File: config.mk
export PLATFORM = sky130hd
export DESIGN_NAME = pipe_rx_buffer
export DESIGN_NICKNAME = d
export VERILOG_FILES = /design/src/rtl/pipe_rx_buffer.sv
export SDC_FILE = /design/constraint.sdc
export NUM_CORES = 1
export LEC_CHECK = 0
export CORE_AREA = 2 2 166 168
export DETAILED_ROUTE_END_ITERATION = 8
export DIE_AREA = 0 0 168 170
export GPL_TIMING_DRIVEN = 0
export SLEW_MARGIN = 30
export SYNTH_ARGS = -nofsm -noshare
export SYNTH_HDL_FRONTEND = slang
export SYNTH_SLANG_ARGS = --single-unit
File: constraint.sdc
create_clock -name aclk -period 6.1 [get_ports aclk]
set_input_delay 1.83 -clock aclk [delete_from_list [all_inputs] [get_ports aclk]]
set_output_delay 1.83 -clock aclk [all_outputs]
set_load 0.005 [all_outputs]
File: src/rtl/pipe_rx_buffer.sv
// Receive buffer for a fixed-latency, non-stallable pipeline. Each launched item
// holds a reserved FIFO slot through a credit, so the pipeline never has to stall.
module pipe_rx_buffer #(
  parameter int BITWIDTH = 32,
  parameter int DEPTH    = 8,
  parameter int CW       = $clog2(DEPTH+1)
) (
  input  logic                aclk,
  input  logic                reset,
  input  logic                issue_valid,
  output logic                issue_ok,
  input  logic [BITWIDTH-1:0] in_data,
  input  logic                in_valid,
  output logic [BITWIDTH-1:0] out_data,
  output logic                out_valid,
  input  logic                out_ready,
  output logic [CW-1:0]       count,
  output logic [CW-1:0]       credits,
  output logic                overflow
);

  localparam int AW = $clog2(DEPTH);

  logic [BITWIDTH-1:0] mem [DEPTH];
  logic [AW-1:0]       wp;
  logic [AW-1:0]       rp;
  logic [CW-1:0]       count_q;
  logic [CW-1:0]       credits_q;
  logic                overflow_q;
  logic                issue;
  logic                pop;
  logic                full;
  logic                push_ok;

  assign issue_ok  = (credits_q != '0) & ~reset;
  assign issue     = issue_valid & issue_ok;
  assign out_valid = (count_q != '0);
  assign pop       = out_valid & out_ready;
  assign full      = (count_q == CW'(DEPTH));
  // A full FIFO still accepts a push when the head leaves in the same cycle.
  assign push_ok   = in_valid & (~full | pop);

  assign out_data = mem[rp];
  assign count    = count_q;
  assign credits  = credits_q;
  assign overflow = overflow_q;

  always_ff @(posedge aclk) begin
    if (reset) begin
      wp         <= '0;
      rp         <= '0;
      count_q    <= '0;
      credits_q  <= CW'(DEPTH);
      overflow_q <= 1'b0;
    end else begin
      if (push_ok) wp <= wp + AW'(1);
      if (pop)     rp <= rp + AW'(1);

      case ({push_ok, pop})
        2'b10:   count_q <= count_q + CW'(1);
        2'b01:   count_q <= count_q - CW'(1);
        default: count_q <= count_q;
      endcase

      case ({issue, pop})
        2'b10:   credits_q <= credits_q - CW'(1);
        2'b01:   credits_q <= credits_q + CW'(1);
        default: credits_q <= credits_q;
      endcase

      if (in_valid & ~push_ok) overflow_q <= 1'b1;
    end
  end

  always_ff @(posedge aclk) begin
    if (push_ok) mem[wp] <= in_data;
  end

endmodule

==> reports/qor.csv <==
metric,value,unit
status,completed,
worstMarginPinSlew,0.818,ns
p_leak,0.00422,µW
hold_buffers,0,
finClkSkew,0.00773,ns
htree_levels,1,
ys_ff_latch,274,
yosysSeqAreaShare,76.0,%
crit_arrival,3.21,ns
initial_core_util,39.7,%
syn2layout_area_growth,23.8,%
yosysUniqueCellTypes,37,
peakVddDrop,229,µV
clk_pin_slew,0.06,ns
cpMaxStageDelayCell,clkbuf_1,
critPathMaxFanout,10,
rows,60,
ys.flop_type,edfxtp_1,
synthesis.area,0.0106,mm²
rsz0062_at_grt,false,
yosysMostFrequentCell,edfxtp_1,
switchingPower,1280,µW
wirelength,20.6,mm
timing.hold.ws,0.498,ns
grt_usage,14.7,%
cts_setup_buffers,0,
cp-start-kind,register,
post_cts_resized,0,
max_cap_violations,0,
grt_pass1_vias,5551,
die_area,0.0286,mm²
fin_nets,670,
post-route-util,49.2,%
synthCells,483,
vias,5088,
viasPerCell,5.16,
io_pins,80,
place_inst,935,
cts_num_sinks,274,
synth_top_area_share,72.6,%
cts_tree,built,
crit_type,reg2out,
setup_viol,0,
p_int,3920,µW
nFillCells,2122,
cts_root_buf,clkbuf_16,
grt_overflow,0,
antenna_left,0,
hold_violations,0,
ys_top_cells_by_count,"edfxtp_1, mux4_2, mux2_2",
cpMostUsedCell,clkbuf_1,
clock_power_share,32.0,%
fin_tns_setup,0,ns
hold_class,reg2reg,
die_y,170,µm
endpoint_kind,primary output,
finalCritPeriodShare,82.6,%
synth.avg_cell_area,21.9,µm²
relSlewSlack,45.5,%
core,0.0267,mm²
yosys-top-cells-area,"edfxtp_1, mux4_2, dfxtp_1",
place_congestion,0.789,
drt_iter0_drc,420,
max_clock_freq,0.198,GHz
power_frac_comb,25.1,%
first_pass_iters,4,
wire_per_inst,20.8,µm
place_hpwl,14.2,mm
antenna_found_initial,2,
portBuffers,77,
regArea,0.00805,mm²
synthArstFlopShare,0,%
required,4.27,ns
synth_nets,529,
synth_area_leader_cell,edfxtp_1,
multi_input_comb_area,0.00246,mm²
grt_pass1_wl,31.9,mm
grt_max_degree,15,
drive_above_1_share,29.1,%
drc,0,
worstPathCellList,"clkbuf_1, clkbuf_1, mux4_2, mux2_2, clkdlybuf4s50_1",
seqPwrFrac,42.9,%
max_stage_delay,0.67,ns
p_sw_share,24.6,%
synth_edf_count,256,
p_per_area,397,mW/mm²
clkLatencyLatePin,0.53,ns
period_needed,5.04,ns
clockBufferDepth,3,
die_w,168,µm
drv_slew,0,
yosysWarnings,0,
cts_buffers,28,
finalNonFillerCells,987,
power,5200,µW
layer usage:
layer / wire length [µm] / global-route usage, % / vias to the layer above
li1: - / - / 2275
met1: 8820 / 19.4 / 2670
met2: 10200 / 24.8 / 113
met3: 1270 / 3.77 / 28
met4: 295 / 3.25 / 2
met5: 8 / 0 / -
metrics by stage:
stage / setup slack [ns] / cell area (µm²)
after floorplan: 0.378 / 10600
after global placement: -3.24 / 11800
after detailed placement: 1.55 / 12200
after CTS: 0.961 / 13100
after global routing: 0.930 / 13100
final: 1.06 / 13100
cell families after synthesis:
family          after synthesis  synth area share [%]
simple gates                 47                  2.12
mux                         101                  17.5
buf+inv                      27                  1.17
compound gates               16                  1.21
flops                       274                  76.0
xor+xnor                      9                 0.745
fa+ha+maj                     9                  1.21
registers in the layout (all words and copies together) (netlist names), named ones only:
name / count
overflow: 1
rp: 3
count: 4
credits: 4
wp: 3
mem: 256
layout by cell type (no fill, tap or decap), drive strengths merged, types with 4 or more instances in the layout:
| cell type | instances |
|---|---|
| edfxtp | 256 |
| clkdlybuf4s50 | 77 |
| mux4 | 64 |
| clkbuf | 52 |
| buf | 44 |
| mux2 | 33 |
| nor2 | 21 |
| dfxtp | 18 |
| nand2 | 9 |
| ha | 7 |
| clkinv | 7 |
| a21oi | 6 |
| xnor2 | 5 |
| inv | 5 |
| nor3 | 5 |
| nand2b | 5 |
| xor2 | 4 |
| mux2i | 4 |
critical path: cells and delay by family, from the launching register on:
family	cells	cell delay (ns)
buffers and inverters	3	1.67
muxes	2	0.69
DFF	1	0.31
cell type report:
cell class                      instances  share of cell area [%]
Antenna cell                            1                  0.0191
Buffer                                 22                   0.783
Clock buffer                           40                    5.85
Clock inverter                         11                    1.04
Inverter                                5                   0.162
Multi-Input combinational cell        182                    18.8
Sequential cell                       274                    61.4
Tap cell                              341                    3.26
Timing Repair Buffer                  111                    8.67
power groups by stage:
| stage | logic [µW] | clock network, µW | registers [µW] |
|---|---|---|---|
| after floorplan | 807 | 0 | 2260 |
| after global placement | 1270 | 0 | 2270 |
| after detailed placement | 1330 | 0 | 2270 |
| after CTS | 1340 | 1700 | 2230 |
| after global routing | 1430 | 1770 | 2240 |
| final | 1310 | 1660 | 2230 |
final timing paths:
path,from,to,slack (ns),depth (start not counted)
max,register,out_data[24],1.06,5
min,overflow,overflow,0.50,2
max reg2reg,count[3],mem[4][20],3.55,7
min reg2reg,overflow,overflow,0.50,2
No activity file was read; power rests on OpenSTA's default activity.
